File: config.mk
export PLATFORM = sky130hd
export DESIGN_NAME = reduce_tree_dist
export DESIGN_NICKNAME = d
export VERILOG_FILES = /design/src/rtl/reduce_tree_dist.sv
export SDC_FILE = /design/constraint.sdc
export NUM_CORES = 1
export LEC_CHECK = 0
export ABC_AREA = 1
export BUFFER_PORTS_ARGS = -buffer_cell sky130_fd_sc_hd__buf_4
export CORE_MARGIN = 2
export CORE_UTILIZATION = 40
export CTS_CLUSTER_SIZE = 10
export DETAILED_ROUTE_END_ITERATION = 6
export PLACE_DENSITY = 0.57
export SYNTH_ARGS = -nofsm -noshare
export SYNTH_HDL_FRONTEND = slang
export SYNTH_SLANG_ARGS = --single-unit
File: constraint.sdc
create_clock -name clk -period 7.1 [get_ports clk]
set_input_delay 0.71 -clock clk [delete_from_list [all_inputs] [get_ports clk]]
set_output_delay 0.71 -clock clk [all_outputs]
set_load 0.02 [all_outputs]
File: src/rtl/reduce_tree_dist.sv
// Pipelined log-depth lane reduction (add/max/select/min) followed by a FRAME_LEN-beat accumulator.
// Define REDUCE_TREE_DIST_SAT_EN to make op 0 saturate instead of wrapping.
module reduce_tree_dist #(
  parameter int NUM_PES   = 4,
  parameter int DATA_TYPE = 16,
  parameter int FRAME_LEN = 1
) (
  input  logic                         clk,
  input  logic                         rst,
  input  logic                         in_valid,
  output logic                         in_ready,
  input  logic [1:0]                   op,
  input  logic [NUM_PES*DATA_TYPE-1:0] data_in,
  output logic                         out_valid,
  input  logic                         out_ready,
  output logic [DATA_TYPE-1:0]         data_out
);

  function automatic int lvl_cnt(input int l);
    int n;
    n = NUM_PES;
    for (int k = 0; k < l; k++) n = (n + 1) / 2;
    return n;
  endfunction

  function automatic int lvl_off(input int l);
    int s;
    s = 0;
    for (int k = 0; k < l; k++) s = s + lvl_cnt(k);
    return s;
  endfunction

  localparam int L     = $clog2(NUM_PES);
  localparam int TOT   = lvl_off(L + 1);
  localparam int CNT_W = (FRAME_LEN > 1) ? $clog2(FRAME_LEN) : 1;
  localparam logic [CNT_W-1:0] LAST_BEAT = CNT_W'(FRAME_LEN - 1);
  localparam logic signed [DATA_TYPE-1:0] SMAX = {1'b0, {(DATA_TYPE-1){1'b1}}};
  localparam logic signed [DATA_TYPE-1:0] SMIN = {1'b1, {(DATA_TYPE-1){1'b0}}};

  function automatic logic signed [DATA_TYPE-1:0] add_fn(
    input logic signed [DATA_TYPE-1:0] a,
    input logic signed [DATA_TYPE-1:0] b
  );
`ifdef REDUCE_TREE_DIST_SAT_EN
    logic signed [DATA_TYPE:0] s;
    s = {a[DATA_TYPE-1], a} + {b[DATA_TYPE-1], b};
    if (s[DATA_TYPE] != s[DATA_TYPE-1]) return s[DATA_TYPE] ? SMIN : SMAX;
    return s[DATA_TYPE-1:0];
`else
    return a + b;
`endif
  endfunction

  function automatic logic signed [DATA_TYPE-1:0] combine(
    input logic [1:0]                  o,
    input logic signed [DATA_TYPE-1:0] a,
    input logic signed [DATA_TYPE-1:0] b
  );
    case (o)
      2'd0:    return add_fn(a, b);
      2'd1:    return (a > b) ? a : b;
      2'd2:    return a[0] ? a : b;
      default: return (a < b) ? a : b;
    endcase
  endfunction

  // tree_q packs every level: level 0 (registered lanes) at the bottom, the single root on top
  logic [TOT*DATA_TYPE-1:0]           tree_q;
  logic [(TOT-NUM_PES)*DATA_TYPE-1:0] tree_d;
  logic [L:0]                         vld_q;
  logic [1:0]                         op_q [0:L];
  logic [CNT_W-1:0]                   cnt_q;
  logic signed [DATA_TYPE-1:0]        acc_q;
  logic signed [DATA_TYPE-1:0]        root;
  logic signed [DATA_TYPE-1:0]        acc_d;
  logic                               out_valid_q;
  logic [DATA_TYPE-1:0]               data_out_q;
  logic                               en;

  assign en        = !out_valid_q || out_ready;
  assign in_ready  = en || rst;
  assign out_valid = out_valid_q;
  assign data_out  = data_out_q;

  always_comb begin
    logic signed [DATA_TYPE-1:0] a, b, r;
    a = '0;
    b = '0;
    r = '0;
    tree_d = '0;
    for (int l = 1; l <= L; l++) begin
      for (int i = 0; i < NUM_PES; i++) begin
        if (i < lvl_cnt(l)) begin
          a = tree_q[(lvl_off(l-1) + 2*i)*DATA_TYPE +: DATA_TYPE];
          if (2*i + 1 < lvl_cnt(l-1)) begin
            b = tree_q[(lvl_off(l-1) + 2*i + 1)*DATA_TYPE +: DATA_TYPE];
            r = combine(op_q[l-1], a, b);
          end else begin
            r = a;
          end
          tree_d[(lvl_off(l) - NUM_PES + i)*DATA_TYPE +: DATA_TYPE] = r;
        end
      end
    end
  end

  // Stage boundary: input capture and tree levels
  always_ff @(posedge clk) begin
    if (rst) begin
      vld_q <= '0;
    end else if (en) begin
      vld_q <= {vld_q[L-1:0], in_valid};
    end
  end

  always_ff @(posedge clk) begin
    if (en) begin
      if (in_valid) begin
        tree_q[NUM_PES*DATA_TYPE-1:0] <= data_in;
        op_q[0]                       <= op;
      end
      for (int l = 1; l <= L; l++) begin
        if (vld_q[l-1]) begin
          for (int i = 0; i < NUM_PES; i++) begin
            if (i < lvl_cnt(l))
              tree_q[(lvl_off(l) + i)*DATA_TYPE +: DATA_TYPE] <=
                tree_d[(lvl_off(l) - NUM_PES + i)*DATA_TYPE +: DATA_TYPE];
          end
          op_q[l] <= op_q[l-1];
        end
      end
    end
  end

  always_comb begin
    root  = tree_q[(TOT-1)*DATA_TYPE +: DATA_TYPE];
    acc_d = (cnt_q == '0) ? root : combine(op_q[L], acc_q, root);
  end

  // Stage boundary: frame accumulator and output register
  always_ff @(posedge clk) begin
    if (rst) begin
      cnt_q       <= '0;
      acc_q       <= '0;
      out_valid_q <= 1'b0;
      data_out_q  <= '0;
    end else if (en) begin
      out_valid_q <= 1'b0;
      if (vld_q[L]) begin
        if (cnt_q == LAST_BEAT) begin
          cnt_q       <= '0;
          out_valid_q <= 1'b1;
          data_out_q  <= acc_d;
        end else begin
          cnt_q <= cnt_q + 1'b1;
          acc_q <= acc_d;
        end
      end
    end
  end

endmodule

==> results of run 1 <==
where the power goes:
| group | internal [mW] | leakage [nW] | switching (mW) |
|---|---|---|---|
| clock network | 0.550 | 0.302 | 0.378 |
| registers | 0.932 | 1.28 | 0.0539 |
| logic | 0.224 | 4.12 | 0.462 |
| total | 1.71 | 5.69 | 0.894 |
sequential cells by signal, indices dropped and copies added (netlist names):
register and cells:
data_out 16, op_q 4, out_valid 1, tree_q 112, vld_q 3
Yosys cell counts (3+ instances only):
master      n
nand2_1   300
inv_1     212
a21oi_1   148
nand3_1   134
edfxtp_1  116
o21ai_0   112
ha_1       96
nor2_1     94
nand4_1    62
clkbuf_1   29
o211ai_1   25
dfxtp_1    20
nand3b_1   17
nor3_1     15
buf_6       9
nand2_2     9
o21bai_1    8
buf_2       7
inv_2       6
a31oi_1     4
nand2_4     4
nand3_2     4
a21o_1      3
fa_1        3
nor3_2      3
o22ai_1     3
final timing paths:
kind	start	end	slack, ns
max	tree_q[0]	tree_q[69]	3.48
min	data_in[57]	tree_q[57]	0.44
max reg2reg	tree_q[0]	tree_q[69]	3.48
min reg2reg	data_out[8]	data_out[8]	0.46
per-stage QoR:
stage,power [mW],setup WS (ns),util [%]
2_1_floorplan,1.49,4.43,-
3_3_place_gp,1.67,3.60,44.0
3_5_place_dp,1.68,3.58,44.0
4_1_cts,2.60,3.56,46.2
5_1_grt,2.74,3.24,46.2
6_report,2.60,3.48,46.2
worst reg2reg max path, cell delays in order (launching register included):
cell	delay [ns]
edfxtp_1	0.58
inv_1	0.66
ha_1	0.27
inv_1	0.04
nand2_1	0.05
nand2_1	0.05
nand2_1	0.05
nand2_1	0.04
nand2_1	0.05
nand2_1	0.06
nand2_2	0.11
nand2_2	0.09
nand2_2	0.39
nand3_2	0.47
nand2_1	0.17
o21ai_0	0.09
nand2_1	0.08
nand3_1	0.11
metal layers:
metal | vias up | share of wire (%)
met5 | - | 0
met4 | 0 | 1.5
met3 | 37 | 8.5
met2 | 443 | 42
met1 | 4792 | 48
li1 | 5136 | -
logic make-up after synthesis:
| kind of cell | share of synthesized area, % |
|---|---|
| compound gates | 15.3 |
| xor+xnor | 0.160 |
| fa+ha+maj | 11.5 |
| buf+inv | 9.91 |
| flops | 35.4 |
| simple gates | 27.8 |
final cells by class:
| cell class | instances | area share [%] |
|---|---|---|
| inverter | 219 | 6.60 |
| sequential | 136 | 31.2 |
| clock inverter | 7 | 0.402 |
| clock buffer | 25 | 4.49 |
| multi-input combinational | 1064 | 48.3 |
| timing repair buffer | 93 | 5.61 |
| tap | 341 | 3.43 |
==> flow_summary.json, run 1 <==
{
  "grt_util_all_layers_pct": 23.0,
  "via_per_inst": 5.52,
  "drive_above_1_share_pct": 10.7,
  "first_global_vias": 9325,
  "finClkSkew_ns": 0.0127,
  "synthCells": 1467,
  "diodes": 0,
  "synth_nets": 1636,
  "mostFrequentLayoutCells": "nand2_1 (300), inv_1 (211), a21oi_1 (148)",
  "path_class": "flop to flop",
  "cts.sinks": 136,
  "grt_max_degree": 67,
  "gp_congestion": 0.944,
  "p_leak_nw": 5.69,
  "die-height_um": 170,
  "cp_num_cells": 17,
  "finalNetCount": 1700,
  "multi_input_area_um2": 6020,
  "setup_viol": 0,
  "gr-max-usage-layer": "met1",
  "routedWlPerCell_um": 17.3,
  "clk_latency_ns": 0.44,
  "cts_inserted_buffers": 17,
  "path_common_cell": "nand2_1",
  "synth_cell_types": 43,
  "critPathSlowestCell": "inv_1",
  "cts_resized": 0,
  "path_max_fanout": 24,
  "synth_area_um2": 11000,
  "ys_seq_elements": 136,
  "area_delta_synth_final_pct": 13.5,
  "synth_area_leader_cell": "edfxtp_1",
  "arrival_ns": 3.79,
  "drv_cap": 0,
  "design_area_um2": 12500,
  "tns_ns": 0,
  "p_per_area_nw_per_um2": 209,
  "critical_path.cell_chain": "inv_1 -> ha_1 -> inv_1 -> nand2_1 -> nand2_1 -> nand2_1 -> nand2_1 -> nand2_1 -> nand2_1 -> nand2_2 -> nand2_2 -> nand2_2 -> nand3_2 -> nand2_1 -> o21ai_0 -> nand2_1 -> nand3_1",
  "final-max-slew-violation-count": 0,
  "tightest_slew_ns": 1.22,
  "synth_ff_type": "edfxtp_1",
  "stdcell_count": 1885,
  "crit_required_ns": 7.27,
  "antenna_found_initial": 0,
  "grt_use_met2_pct": 34.0,
  "rows": 60,
  "crit_buf_inv": 2,
  "cp_top_family": "simple AND/OR/NAND/NOR gates",
  "peakVddDrop_mv": 0.134,
  "wirelength_mm": 32.5,
  "cpPeakStageDelay_ns": 0.66,
  "hold_buffers": 0,
  "min_path_cells": 1,
  "htree_levels": 4,
  "grt_remaining_overflow": 0,
  "worstSetupEndpointType": "flop",
  "yosysWarnings": 0,
  "fp.dieArea_um2": 28800,
  "core_um2": 27000,
  "grt_pass1_wl_mm": 51.7,
  "fin_crit_sh_pct": 51.0,
  "dr.pass1.iters": 6,
  "cts_setup_buffers": 0,
  "synth-edff-count": 116,
  "ant_nets": 0,
  "ff2ff_path_depth": 17,
  "cts-root-buf": "clkbuf_16",
  "synthArstFlopShare_pct": 0,
  "drc": 0,
  "start_util_pct": 40.7,
  "fin_hold_ws_ns": 0.441,
  "clkSlewWorstSetupHoldPaths_ns": 0.07,
  "drt_iter0_drc": 1001,
  "start_kind": "flop",
  "vias": 10400,
  "die_x_um": 170,
  "dpl_cell_area_um2": 11800,
  "ys_seq_area_share_pct": 35.4,
  "postSynthAreaPerCell_um2": 7.48,
  "cts_tree": "built",
  "hold_violations": 0,
  "pin_count": 88,
  "hp-class": "primary input to flop",
  "slew_headroom_pct": 18.5,
  "regArea_um2": 3880,
  "outcome": "completed",
  "nFillCells": 2704,
  "synth_top_area_share_pct": 31.7,
  "mostFrequentLayoutCell": "nand2_1",
  "finalCriticalPeriod_ns": 3.62,
  "met1_usage_pct": 34.5,
  "gr-usage-met3_pct": 3.99,
  "fmax_mhz": 276,
  "placement.io_buffers": 87,
  "synth_area_leaders": "edfxtp_1 (32%), ha_1 (11%), nand2_1 (10%)",
  "rsz0062_at_grt": "no",
  "clockBufferDepth": 2,
  "dpl.cell_count": 1853,
  "dp_hpwl_mm": 24.6
}
Power figures use the tool's default switching activity.
==> run 2: changes to the inputs <==
--- a/config.mk
+++ b/config.mk
@@ -11,7 +11,7 @@
 export CORE_UTILIZATION = 40
 export CTS_CLUSTER_SIZE = 10
 export DETAILED_ROUTE_END_ITERATION = 6
-export PLACE_DENSITY = 0.57
+export PLACE_DENSITY = 0.59
 export SYNTH_ARGS = -nofsm -noshare
 export SYNTH_HDL_FRONTEND = slang
 export SYNTH_SLANG_ARGS = --single-unit
==> constraint.sdc (replaced) <==
create_clock -name clk -period 3.2 [get_ports clk]
set_input_delay 0.32 -clock clk [delete_from_list [all_inputs] [get_ports clk]]
set_output_delay 0.32 -clock clk [all_outputs]
set_load 0.02 [all_outputs]
==> run 2 against run 1 <==
Core utilization is 0.59 points higher. First-iteration DRC count is 1.2% lower. Register-to-register slack worse by 3.1 ns. Critical path depth is 8 lower. Wire length is 1.6% higher. Die area stayed put. Largest power group unchanged. Highest routed layer unchanged. Final cell count is 1.3% higher.
==> flow_summary.json, run 2 (synthesized netlist as in run 1, its figures left out) <==
{
  "final-max-slew-violation-count": 0,
  "wirelength_mm": 33.1,
  "antenna_found_initial": 0,
  "fp.dieArea_um2": 28800,
  "p_per_area_nw_per_um2": 457,
  "outcome": "completed",
  "fin_crit_sh_pct": 88.4,
  "cts_tree": "built",
  "largest_register": "tree_q",
  "grt_max_degree": 67,
  "cts_setup_buffers": 0,
  "p_leak_nw": 5.79,
  "slew_headroom_pct": 33.5,
  "area_delta_synth_final_pct": 14.9,
  "core_um2": 27000,
  "drive_above_1_share_pct": 11.7,
  "gp_congestion": 0.948,
  "setup_viol": 0,
  "routedWlPerCell_um": 17.3,
  "placement.io_buffers": 87,
  "grt_pass1_wl_mm": 52.4,
  "cts.sinks": 136,
  "place_ws_ns": 0.431,
  "dr.pass1.iters": 7,
  "tightest_slew_ns": 0.993,
  "hp-class": "primary input to flop",
  "rsz0062_at_grt": "no",
  "finClkSkew_ns": 0.0101,
  "ant_nets": 0,
  "worstSetupEndpointType": "flop",
  "cts_resized": 0,
  "mostFrequentLayoutCell": "nand2_1",
  "first_global_vias": 9483,
  "arrival_ns": 2.96,
  "clockBufferDepth": 2,
  "drt_iter0_drc": 989,
  "nFillCells": 2656,
  "rows": 60,
  "path_class": "flop to flop",
  "post-route-worst-setup-slack_ns": 0.372,
  "finalNetCount": 1724,
  "fmax_mhz": 354,
  "drc": 0,
  "crit_required_ns": 3.33,
  "peakVddDrop_mv": 0.282,
  "vias": 10400,
  "grt_util_all_layers_pct": 23.3,
  "htree_levels": 4,
  "diodes": 0,
  "cts-root-buf": "clkbuf_16",
  "hold_buffers": 0,
  "clk_latency_ns": 0.43,
  "grt_remaining_overflow": 0,
  "tns_ns": 0,
  "cts_inserted_buffers": 17,
  "path_max_fanout": 21,
  "die-height_um": 170,
  "largest_reg_flops": 112,
  "dp_hpwl_mm": 25.4,
  "clkSlewWorstSetupHoldPaths_ns": 0.06,
  "die_x_um": 170,
  "start_util_pct": 40.7,
  "finalCriticalPeriod_ns": 2.83,
  "start_kind": "flop",
  "mostFrequentLayoutCells": "nand2_1 (300), inv_1 (211), a21oi_1 (148)",
  "drv_cap": 0,
  "pin_count": 88,
  "via_per_inst": 5.46,
  "hold_violations": 0
}
-- run 2: cell count changes in the layout (fill, tap and decap cells not counted), sizes merged --
cell	delta
buf	+24
bufinv	+3
clkbuf	-2
clkinv	+2
inv	-3
-- run 2: worst paths after layout --
| kind | from | end | slack, ns | depth (start not counted) |
|---|---|---|---|---|
| worst max-delay path | tree_q[43] | tree_q[91] | 0.37 | 9 |
| worst min-delay path | data_in[55] | tree_q[55] | 0.06 | 1 |
| worst max register to register | tree_q[43] | tree_q[91] | 0.37 | 9 |
| worst min register to register | data_out[5] | data_out[5] | 0.46 | 2 |
-- run 2: area by class of cell --
cell class              instances  area (µm²)  share of cell area [%]
multi-input cells            1064        6010                    47.6
repair buffers                117         891                    7.06
clock inverters                 9         125                   0.992
well taps                     341         427                    3.38
inverters                     219         822                    6.52
flip-flops and latches        136        3880                    30.8
clock buffers                  23         458                    3.63
-- run 2: critical path, stage by stage, from the launching register on --
cell      delay, ns
edfxtp_1       0.43
ha_1           0.42
a21oi_1        0.20
nand2_1        0.13
a21oi_2        0.32
nand3_1        0.21
nand2_2        0.42
nand3_1        0.13
nand3_1        0.11
nand3b_1       0.15
-- run 2: metrics by stage --
stage	std cells	total power [mW]	utilization, %	hold slack, ns	instance area (µm²)
finish	1909	5.77	46.8	0.0638	12600
global route	1909	6.09	46.8	0.0518	12600
CTS	1909	5.78	46.8	0.0501	12600
detailed placement	1877	3.75	44.6	0.452	12000
global placement	1877	3.74	44.6	0.448	12000
floorplan	1467	3.30	-	0.419	11000
-- run 2: report_power, final --
part | total [mW] | internal [mW] | switching (mW)
registers | 2.18 | 2.07 | 0.112
logic | 1.57 | 0.525 | 1.04
clock network | 2.02 | 1.24 | 0.778
-- run 2: routing by layer --
metal	track usage, %	vias to the layer above	share of wire, %	wire (µm)
li1	-	5189	-	-
met1	34.0	4777	48	15800
met2	35.4	415	43	14400
met3	2.73	49	6.0	1970
met4	8.40	0	2.8	917
met5	0	-	0	0
